==> src/rtl/sound_i2s_pkg.sv <==
// Shared types and constants for the I2S receiver.
`timescale 1ns/1ps
package sound_i2s_pkg;

  typedef enum logic [1:0] {RX_IDLE, RX_LEFT, RX_RIGHT} i2s_rx_state_t;

  localparam int I2S_DEFAULT_BITS_PER_CHANNEL = 32;
  localparam int I2S_MAX_CHANNEL_WIDTH        = 16;

  // Bit position counter advance, sticking at the top so over-long words stay detectable.
  function automatic logic [5:0] bit_cnt_step(input logic [5:0] cnt);
    return (cnt == 6'd63) ? cnt : cnt + 6'd1;
  endfunction

endpackage

==> src/rtl/sound_i2s_rx_sync.sv <==
// Input synchroniser for the I2S pins plus a registered SCLK rising-edge strobe
// with LRCK/SDATA captured alongside it.
`timescale 1ns/1ps
module sound_i2s_rx_sync #(
  parameter int SYNC_STAGES = 3
) (
  input  logic clk_74a,
  input  logic reset_n,
  input  logic i2s_sclk,
  input  logic i2s_lrck,
  input  logic i2s_sdata,
  output logic sclk_rise,
  output logic lrck_smp,
  output logic sdata_smp
);

  // Each stage holds {sclk, lrck, sdata}; index SYNC_STAGES-1 is the settled copy.
  logic [SYNC_STAGES-1:0][2:0] stage_reg;
  logic                        sclk_last_reg;
  logic                        sclk_rise_reg;
  logic                        lrck_smp_reg;
  logic                        sdata_smp_reg;
  logic [2:0]                  settled;

  assign settled = stage_reg[SYNC_STAGES-1];

  always_ff @(posedge clk_74a or negedge reset_n) begin
    if (!reset_n) begin
      stage_reg     <= '0;
      sclk_last_reg <= 1'b0;
      sclk_rise_reg <= 1'b0;
      lrck_smp_reg  <= 1'b0;
      sdata_smp_reg <= 1'b0;
    end else begin
      stage_reg     <= {stage_reg[SYNC_STAGES-2:0], {i2s_sclk, i2s_lrck, i2s_sdata}};
      sclk_last_reg <= settled[2];
      sclk_rise_reg <= settled[2] & ~sclk_last_reg;
      lrck_smp_reg  <= settled[1];
      sdata_smp_reg <= settled[0];
    end
  end

  assign sclk_rise = sclk_rise_reg;
  assign lrck_smp  = lrck_smp_reg;
  assign sdata_smp = sdata_smp_reg;

endmodule

==> src/rtl/sound_i2s_rx.sv <==
// Philips-I2S receiver: oversamples SCLK/LRCK/SDATA on clk_74a and emits L/R sample pairs.
// Optional saturating error counter enabled by defining SOUND_I2S_RX_ERR_COUNT_EN.
`timescale 1ns/1ps
import sound_i2s_pkg::*;

module sound_i2s_rx #(
  parameter int CHANNEL_WIDTH    = I2S_MAX_CHANNEL_WIDTH,
  parameter int SIGNED_OUTPUT    = 1,
  parameter int BITS_PER_CHANNEL = I2S_DEFAULT_BITS_PER_CHANNEL,
  parameter int SYNC_STAGES      = 3,
  parameter int STALL_CYCLES     = 255
) (
  input  logic                     clk_74a,
  input  logic                     reset_n,
  input  logic                     i2s_sclk,
  input  logic                     i2s_lrck,
  input  logic                     i2s_sdata,
  output logic [CHANNEL_WIDTH-1:0] audio_l,
  output logic [CHANNEL_WIDTH-1:0] audio_r,
  output logic                     sample_valid,
  output logic                     locked,
  output logic                     frame_error,
  output logic [15:0]              frame_error_count
);

  if (CHANNEL_WIDTH > I2S_MAX_CHANNEL_WIDTH || CHANNEL_WIDTH < 1) begin : g_bad_width
    $error("sound_i2s_rx: CHANNEL_WIDTH must be 1..16");
  end
  if (SIGNED_OUTPUT != 0 && SIGNED_OUTPUT != 1) begin : g_bad_signed
    $error("sound_i2s_rx: SIGNED_OUTPUT must be 0 or 1");
  end
  if (SIGNED_OUTPUT == 0 && CHANNEL_WIDTH == I2S_MAX_CHANNEL_WIDTH) begin : g_bad_unsigned
    $error("sound_i2s_rx: unsigned output limited to 15 bits");
  end
  if (BITS_PER_CHANNEL < 16 || BITS_PER_CHANNEL > 63) begin : g_bad_bpc
    $error("sound_i2s_rx: BITS_PER_CHANNEL must be 16..63");
  end
  if (SYNC_STAGES < 2) begin : g_bad_sync
    $error("sound_i2s_rx: SYNC_STAGES must be at least 2");
  end

  // Unsigned output skips the sign bit, so capture starts one bit later.
  localparam int                CAP_OFS    = (SIGNED_OUTPUT != 0) ? 0 : 1;
  localparam logic [5:0]        LAST_BIT   = 6'(BITS_PER_CHANNEL - 1);
  localparam int                STALL_W    = $clog2(STALL_CYCLES + 1);
  localparam logic [STALL_W-1:0] STALL_LAST = STALL_W'(STALL_CYCLES - 1);

  logic sclk_rise;
  logic lrck_smp;
  logic sdata_smp;

  sound_i2s_rx_sync #(
    .SYNC_STAGES(SYNC_STAGES)
  ) u_sync (
    .clk_74a  (clk_74a),
    .reset_n  (reset_n),
    .i2s_sclk (i2s_sclk),
    .i2s_lrck (i2s_lrck),
    .i2s_sdata(i2s_sdata),
    .sclk_rise(sclk_rise),
    .lrck_smp (lrck_smp),
    .sdata_smp(sdata_smp)
  );

  i2s_rx_state_t            state_reg, state_next;
  logic [5:0]               bit_cnt_reg;
  logic                     lrck_prev_reg;
  logic [CHANNEL_WIDTH-1:0] word_reg, word_upd, chan_word;
  logic                     neg_reg, neg_upd;
  logic [CHANNEL_WIDTH-1:0] left_hold_reg;
  logic [STALL_W-1:0]       stall_cnt_reg;
  logic [CHANNEL_WIDTH-1:0] audio_l_reg, audio_r_reg;
  logic                     sample_valid_reg, frame_error_reg;

  logic ws_edge, cnt_ok, stall_hit;
  logic latch_left, emit, err;

  assign ws_edge   = sclk_rise && (lrck_smp != lrck_prev_reg);
  assign cnt_ok    = (bit_cnt_reg == LAST_BIT);
  assign stall_hit = !sclk_rise && (stall_cnt_reg == STALL_LAST);

  // The bit index of every sample (WS edge included) is bit_cnt before it advances.
  always_comb begin
    word_upd = word_reg;
    neg_upd  = neg_reg;
    if (sclk_rise) begin
      for (int b = 0; b < CHANNEL_WIDTH; b++) begin
        if (bit_cnt_reg == 6'(CAP_OFS + CHANNEL_WIDTH - 1 - b)) begin
          word_upd[b] = sdata_smp;
        end
      end
      if (CAP_OFS != 0 && bit_cnt_reg == 6'd0) begin
        neg_upd = sdata_smp;
      end
    end
    chan_word = (CAP_OFS != 0 && neg_upd) ? '0 : word_upd;
  end

  always_comb begin
    state_next = state_reg;
    latch_left = 1'b0;
    emit       = 1'b0;
    err        = 1'b0;
    if (ws_edge) begin
      unique case (state_reg)
        RX_IDLE: begin
          if (!lrck_smp) state_next = RX_LEFT;
        end
        RX_LEFT: begin
          if (lrck_smp && cnt_ok) begin
            state_next = RX_RIGHT;
            latch_left = 1'b1;
          end else begin
            state_next = RX_IDLE;
            err        = 1'b1;
          end
        end
        RX_RIGHT: begin
          if (!lrck_smp && cnt_ok) begin
            state_next = RX_LEFT;
            emit       = 1'b1;
          end else begin
            state_next = RX_IDLE;
            err        = 1'b1;
          end
        end
        default: state_next = RX_IDLE;
      endcase
    end else if (stall_hit) begin
      state_next = RX_IDLE;
    end
  end

  always_ff @(posedge clk_74a or negedge reset_n) begin
    if (!reset_n) begin
      state_reg        <= RX_IDLE;
      bit_cnt_reg      <= '0;
      lrck_prev_reg    <= 1'b0;
      word_reg         <= '0;
      neg_reg          <= 1'b0;
      left_hold_reg    <= '0;
      stall_cnt_reg    <= '0;
      audio_l_reg      <= '0;
      audio_r_reg      <= '0;
      sample_valid_reg <= 1'b0;
      frame_error_reg  <= 1'b0;
    end else begin
      state_reg        <= state_next;
      sample_valid_reg <= emit;
      frame_error_reg  <= err;
      if (sclk_rise) begin
        lrck_prev_reg <= lrck_smp;
        bit_cnt_reg   <= ws_edge ? 6'd0 : bit_cnt_step(bit_cnt_reg);
        word_reg      <= ws_edge ? '0 : word_upd;
        neg_reg       <= ws_edge ? 1'b0 : neg_upd;
      end
      // An SCLK edge always reloads, even in the cycle the counter would expire.
      if (sclk_rise) begin
        stall_cnt_reg <= '0;
      end else if (stall_cnt_reg != STALL_LAST) begin
        stall_cnt_reg <= stall_cnt_reg + 1'b1;
      end
      if (latch_left) left_hold_reg <= chan_word;
      if (emit) begin
        audio_l_reg <= left_hold_reg;
        audio_r_reg <= chan_word;
      end
    end
  end

`ifdef SOUND_I2S_RX_ERR_COUNT_EN
  logic [15:0] err_cnt_reg;

  always_ff @(posedge clk_74a or negedge reset_n) begin
    if (!reset_n) begin
      err_cnt_reg <= '0;
    end else if (err && err_cnt_reg != 16'hFFFF) begin
      err_cnt_reg <= err_cnt_reg + 16'd1;
    end
  end

  assign frame_error_count = err_cnt_reg;
`else
  assign frame_error_count = 16'h0000;
`endif

  assign audio_l      = audio_l_reg;
  assign audio_r      = audio_r_reg;
  assign sample_valid = sample_valid_reg;
  assign frame_error  = frame_error_reg;
  assign locked       = (state_reg != RX_IDLE);

endmodule

==> config.mk <==
export PLATFORM = sky130hd
export DESIGN_NAME = sound_i2s_rx
export DESIGN_NICKNAME = d
export VERILOG_FILES = /design/src/rtl/sound_i2s_pkg.sv /design/src/rtl/sound_i2s_rx_sync.sv /design/src/rtl/sound_i2s_rx.sv
export SDC_FILE = /design/constraint.sdc
export NUM_CORES = 1
export LEC_CHECK = 0
export BUFFER_PORTS_ARGS = -buffer_cell sky130_fd_sc_hd__buf_2
export CORE_MARGIN = 5
export CORE_UTILIZATION = 55
export DETAILED_ROUTE_END_ITERATION = 12
export PLACE_DENSITY = 0.79
export SYNTH_ARGS = -nofsm -noshare
export SYNTH_HDL_FRONTEND = slang
export SYNTH_SLANG_ARGS = --single-unit
==> constraint.sdc <==
create_clock -name clk_74a -period 2.3 [get_ports clk_74a]
set_clock_uncertainty 0.15 [all_clocks]
set_input_delay 0.575 -clock clk_74a [delete_from_list [all_inputs] [get_ports clk_74a]]
set_output_delay 0.575 -clock clk_74a [all_outputs]
set_load 0.01 [all_outputs]
# After elaboration in Yosys (flattened, before gate mapping)
# Index checks and enable logic that the tools add are counted.
[word_totals]
register_bits = 96
latch_bits = 0
ram_bits = 0
romBits = 0
output_inout_bits = 51
wordCells = 96
mem_count = 0
[op_classes]
n_addsub = 2
mul = 0
div_mod_pow = 0
n_lt_le_gt_ge = 0
eq_ne = 24
n_shift = 0
n_mux = 38
n_bitwise = 2
n_reduce_logical = 13
[ops]
columns = ["cell", "n"]
rows = [
  ["$eq 6x4->1 const B", 8],
  ["$mux 16", 2],
  ["$mux 1", 26],
  ["$eq 6x3->1 const B", 4],
  ["$mux 8", 2],
  ["$eq 6x2->1 const B", 2],
  ["$mux 6", 2],
  ["$add 8x1->8 const B", 1],
  ["$eq 8x8->1 const B", 1],
  ["$mux 2", 4],
  ["$ne 8x8->1 const B", 1],
  ["$add 6x1->6 const B", 1],
  ["$eq 6x1->1 const B", 1],
  ["$eq 6x5->1 const B", 1],
  ["$eq 6x6->1 const B", 1],
  ["$logic_not 6->1", 1],
  ["$pmux 2 s3", 1],
  ["$reduce_bool 2->1", 3],
  ["$logic_and 1x1->1", 4],
  ["$reduce_and 2->1", 2],
  ["$ne 3x3->1 const B", 1],
  ["$eq 2x1->1 const B", 1],
  ["$eq 2x2->1 const B", 1],
  ["$logic_not 1->1", 2],
  ["6 further kinds", 6],
]

# Depth between registers and ports, before layout
[logic_depth]
word_depth = 5
depth_mapped = 8

# Cells and area by module
# From an unflattened synthesis, not the netlist that was laid out.
[hier_totals]
cells_unflattened = 420
hier_area_um2 = 4227.8
[by_module_without_submodules]
columns = ["mod", "n_inst", "cells_each", "area_per_inst_um2", "seq_area_each_um2"]
rows = [
  ["sound_i2s_rx", 1, 406, 3888.7, 2077.0],
  ["sound_i2s_rx_sync", 1, 14, 339.1, 325.3],
]

# Least setup slack after synthesis
# Ideal clock, no wire load.
[synth_timing]
kind = "register -> register"
startpoint = "register bit_cnt_reg[0]"
endpoint = "register state_reg[0]"
setup_ns = 0.127
arrival_ns = 1.442
t_required_ns = 2.023
slack_ns = 0.580
stages_incl_launch_ff = 7
path_buffers = 1
synth_period_minus_slack_ns = 1.720
cell_sequence = "dfrtp_1 > ha_1 > and4_4 > nand4_2 > buf_6 > a21oi_1 > mux2_1"
[synth_via]
elab_chain_cells = 5
[synth_rtl]
columns = ["element", "line_no", "source"]
rows = [
  ["start: declaration", "sound_i2s_rx.sv:66", "logic [5:0] bit_cnt_reg;"],
  ["start signal: assignment", "sound_i2s_rx.sv:153", "bit_cnt_reg <= ws_edge ? 6'd0 : bit_cnt_step(bit_cnt_reg);"],
  ["$eq 6x5->1", "sound_i2s_rx.sv:79", "assign cnt_ok = (bit_cnt_reg == LAST_BIT);"],
  ["$logic_and 1x1->1", "sound_i2s_rx.sv:119", "if (!lrck_smp && cnt_ok) begin"],
  ["$mux 1", "sound_i2s_rx.sv:119", ""],
  ["$pmux 2 s3", "sound_i2s_rx.sv:105", "unique case (state_reg)"],
  ["$mux 2", "sound_i2s_rx.sv:104", "if (ws_edge) begin"],
  ["end signal: assignment", "sound_i2s_rx.sv:148", "state_reg <= state_next;"],
  ["end: declaration", "sound_i2s_rx.sv:65", "i2s_rx_state_t state_reg, state_next;"],
]
# No other way between the ends.
# A chain may end at the register's enable or synchronous reset.

# Worst setup path in the final report
[layout_timing]
startpoint = "register state_reg[1]"
endpoint = "output port locked"
[layout_via]
elab_chain_cells = 1
[layout_rtl]
columns = ["element", "line_no", "source"]
rows = [
  ["$reduce_bool 2->1", "sound_i2s_rx.sv:191", "assign locked = (state_reg != RX_IDLE);"],
  ["end: declaration", "sound_i2s_rx.sv:21", "output logic locked,"],
]
# No other way between the ends.

==> impl_table.tex <==
\begin{tabular}{lr}
\hline
Metric & Value \\
\hline
\multicolumn{2}{l}{\textbf{Place}} \\
\quad Placed Cells incl. Taps & roughly 520 \\
\quad Placed standard-cell area & $\sim$4600 um\^{}2 \\
\quad Routability-driven placement congestion ratio & 0.891 \\
\quad Half-perimeter wire length after placement & approximately 5600 um \\
\quad Number of I/O port buffers & 39 \\
\multicolumn{2}{l}{\textbf{Worst hold path}} \\
\quad HP Class & in -> reg \\
\quad Beginning of the worst hold path & i2s\_sclk \\
\quad Hold Path Depth & 1 \\
\multicolumn{2}{l}{\textbf{Yosys}} \\
\quad Xor and xnor fraction of the mapped netlist area & less than 1\% \\
\quad Mapped Area & between 4000 and 5000 um\^{}2 \\
\quad Synth Area in Compound Gates & 14.6\% \\
\quad Proportion of synthesized flip-flops having asynchronous set or reset & 100\% \\
\quad Count of synthesis-stage warnings from yosys & 0 \\
\quad Post-synthesis adder-cell area fraction & around 2.8\% \\
\quad Biggest area contributors in the synthesized netlist & dfrtp\_1 (55\%), nand2\_1 (4.7\%), mux2i\_1 (4.1\%) \\
\quad FF+latch count, synth & 96 \\
\quad Post-synth top area share & a little over half \\
\quad Cell accounting for the most synthesized area & dfrtp\_1 \\
\quad Post-synthesis simple-gate area fraction & 13.4\% \\
\quad Part of the Yosys area used for sequential elements & 54.7\% \\
\quad Cell count after synthesis & just under 400 \\
\quad Mux cell area share after synthesis & 4.93\% \\
\quad Most used DFF post-synth & dfrtp\_1 \\
\quad Main combinational cell family by area after synthesis & compound AO/OA/AOI/OAI gates \\
\quad Number of distinct library cell variants in the gate-level netlist after synthesis & 50 \\
\quad EDFF count, synth & 0 \\
\quad Synth Area per Inst & 11.1 um\^{}2 \\
\multicolumn{2}{l}{\textbf{Timing}} \\
\quad Final hold vios & 0 \\
\quad Setup TNS & 0 ps \\
\quad Max-slew headroom at the worst pin & 60.6\% \\
\quad RSZ-0062 raised after global routing & false \\
\quad Final min period & 2000 ps \\
\quad Slew at the pin with the worst max-slew slack & 591 ps \\
\quad Final max-slew violation count & 0 \\
\quad Setup-violating endpoint count in the final report & 0 \\
\quad Max Fclk & 499 MHz \\
\quad Final Cycle Share & between 80 and 90\% \\
\multicolumn{2}{l}{\textbf{Critical path}} \\
\quad Worst setup EP type & primary output \\
\quad Cell depth of the worst setup path & 4 \\
\quad Worst path most repeated cell & inv\_1 \\
\quad Delay-heaviest family, CP & flip-flops \\
\quad CP required & 1570 ps \\
\quad Source of the worst register-to-register timing path & bit\_cnt\_reg[0]\$\_DFFE\_PN0P\_ \\
\quad Crit Path Class & reg -> out \\
\quad Cells along the critical path & inv\_1 > ha\_1 > inv\_1 > buf\_2 \\
\quad Largest fanout of any net on the critical path & 3 \\
\quad Origin of the worst setup path & state\_reg[1]\$\_DFFE\_PN0P\_ \\
\quad Worst reg2reg path depth & 6 \\
\quad Total buffers and inverters traversed by the critical path & 3 \\
\quad Startpoint Class & flop \\
\quad Delay of the slowest cell on the worst path & 410 ps \\
\quad Data arrival, critical path & around 1300 ps \\
\quad Master of the slowest instance on the critical path & dfrtp\_1 \\
\multicolumn{2}{l}{\textbf{Drt}} \\
\quad Vias per cell & 5.33 \\
\quad Total met2 wirelength after detailed routing & 3770 um \\
\quad Average wire length per cell after detail routing & 14.5 um \\
\quad DR iter-0 viols & 76 \\
\quad Post-route DRC & 0 \\
\quad First-pass DRT Iterations & 5 \\
\quad Routed wire length & 7820 um \\
\quad Total number of vias & 2873 \\
\quad Uppermost routed layer & met4 \\
\quad Wl on met1 & about 3600 um \\
\quad Detail Route met3 WL & 371 um \\
\quad Antenna-violating nets left & 0 \\
\multicolumn{2}{l}{\textbf{Final layout}} \\
\quad Final layout net count & $\sim$450 \\
\quad Core utilization of the finished layout & 61.3\% \\
\quad Fraction of layout instances using a drive strength above 1 & 24.3\% \\
\quad Ant. Diodes & 0 \\
\quad Layout area overhead & 8.29\% \\
\quad Final std cells w/o fill & $\sim$540 \\
\quad Number of fill cells & 651 \\
\quad Summed area of non-filler cells in the final layout & around 4800 um\^{}2 \\
\quad Commonest non-fill, non-tap cell in the layout & dfrtp\_1 \\
\quad Leading cell types in the layout, fill and taps excluded & dfrtp\_1 (96), nand2\_1 (55), buf\_2 (38) \\
\multicolumn{2}{l}{\textbf{Global routing}} \\
\quad Global-route wire length before repair & 13600 um \\
\quad Antenna violations before repair & 0 \\
\quad Maximum number of pins on one net before global-route repair & 48 \\
\quad Via count of the first global-routing pass & 2871 \\
\quad Overall global routing resource usage & 17.0\% \\
\quad Overall overflow remaining after global route & 0 \\
\multicolumn{2}{l}{\textbf{Flow run}} \\
\quad Count of maximum capacitance violations & 0 \\
\multicolumn{2}{l}{\textbf{Pwr}} \\
\quad Cell Pwr Density & 676 nW/um\^{}2 \\
\quad Leakage & 2.32 nW \\
\quad Maximum ir drop on the vdd rail & 0.406 mV \\
\multicolumn{2}{l}{\textbf{Floorplanning}} \\
\quad Initial Utilization & 56.6\% \\
\quad Core Area & 7770 um\^{}2 \\
\quad Die Span Y & $\sim$99 um \\
\quad Total number of placement rows & 32 \\
\quad Die area & 9880 um\^{}2 \\
\quad I/O pin total & 56 \\
\quad Horizontal die dimension & 99.4 um \\
\multicolumn{2}{l}{\textbf{Clock network}} \\
\quad Number of levels in the clock H-tree & 3 \\
\quad Buffer cell driving the clock tree root & clkbuf\_8 \\
\quad Inserted Clock Buffers & 9 \\
\quad Number of sinks driven by the clock tree & 96 \\
\quad Skew-Pair Late Insertion Delay & about 350 ps \\
\quad Clock-pin slew on the worst setup and hold paths & roughly 90 ps \\
\quad Number of buffers on the longest clock path & 2 \\
\quad TritonCTS clock tree & yes \\
\multicolumn{2}{l}{\textbf{Run status}} \\
\quad Run status & complete, no violations \\
\hline
\end{tabular}
==> final timing paths <==
| kind | slack [ps] | end |
|---|---|---|
| worst max-delay path | 300 | locked |
| worst min-delay path | 170 | u_sync.stage_reg[2]$_DFF_PN0_ |
| worst max register to register | 310 | audio_l[5]$_DFFE_PN0P_ |
| worst min register to register | 200 | u_sync.settled[0]$_DFF_PN0_ |
| max in group asynchronous | 850 | audio_l[7]$_DFFE_PN0P_ |
| min in group asynchronous | 550 | u_sync.stage_reg[1]$_DFF_PN0_ |
==> through the flow <==
step / hold slack, ps / setup slack, ps / power (mW)
after floorplan: 129 / 580 / 2.08
after global placement: 184 / 407 / 2.15
after detailed placement: 187 / 343 / 2.17
after CTS: 157 / 272 / 3.24
after global routing: 152 / 160 / 3.37
final: 171 / 295 / 3.22
==> power by group <==
group / internal [mW] / total (mW) / switching, mW
clock: 0.504 / 1.08 / 0.577
combinational: 0.105 / 0.289 / 0.184
sequential: 1.75 / 1.85 / 0.0968
==> Yosys cell counts, drive strengths merged, types with 2 or more instances <==
library cell,n
dfrtp,96
nand2,55
o21ai,41
buf,32
inv,25
a21oi,23
nor2,21
mux2i,19
o2bb2ai,16
ha,10
nand3,7
a31oi,6
and3,5
clkbuf,5
nor2b,5
and4bb,4
nand4,4
nor3,4
mux2,2
nor3b,2
xnor2,2
==> final cells by class <==
cell class	instances	area [um^2]	share of cell area, %
Sequential cell	96	2400	50.5
Multi-Input combinational cell	254	1660	34.8
Timing Repair Buffer	47	285	6.00
Tap cell	102	128	2.68
Clock buffer	9	124	2.60
Inverter	25	93.8	1.97
Clock inverter	6	70.1	1.47
==> timing repair <==
action / in CTS / in global routing
hold buffers: 1 / 0
gates resized for setup: 0 / 0
endpoints found under the hold margin: 10 / 0
buffers inserted: 0 / 0
==> kinds of logic after synthesis <==
kind of cell	count (synthesis)
other	1
xor gates and xnor gates	3
AOI/OAI and AO/OA	93
buffers and inverters	62
muxes	21
DFF	96
and+or+nand+nor	111
adders and majority gates	10
==> per-layer routing <==
metal  vias to the layer above  track usage (%)
met5                         -                0
met4                         0             7.04
met3                        13             3.37
met2                        69             27.2
met1                      1400             22.8
li1                       1391                -
No activity file was read; power rests on OpenSTA's default activity.
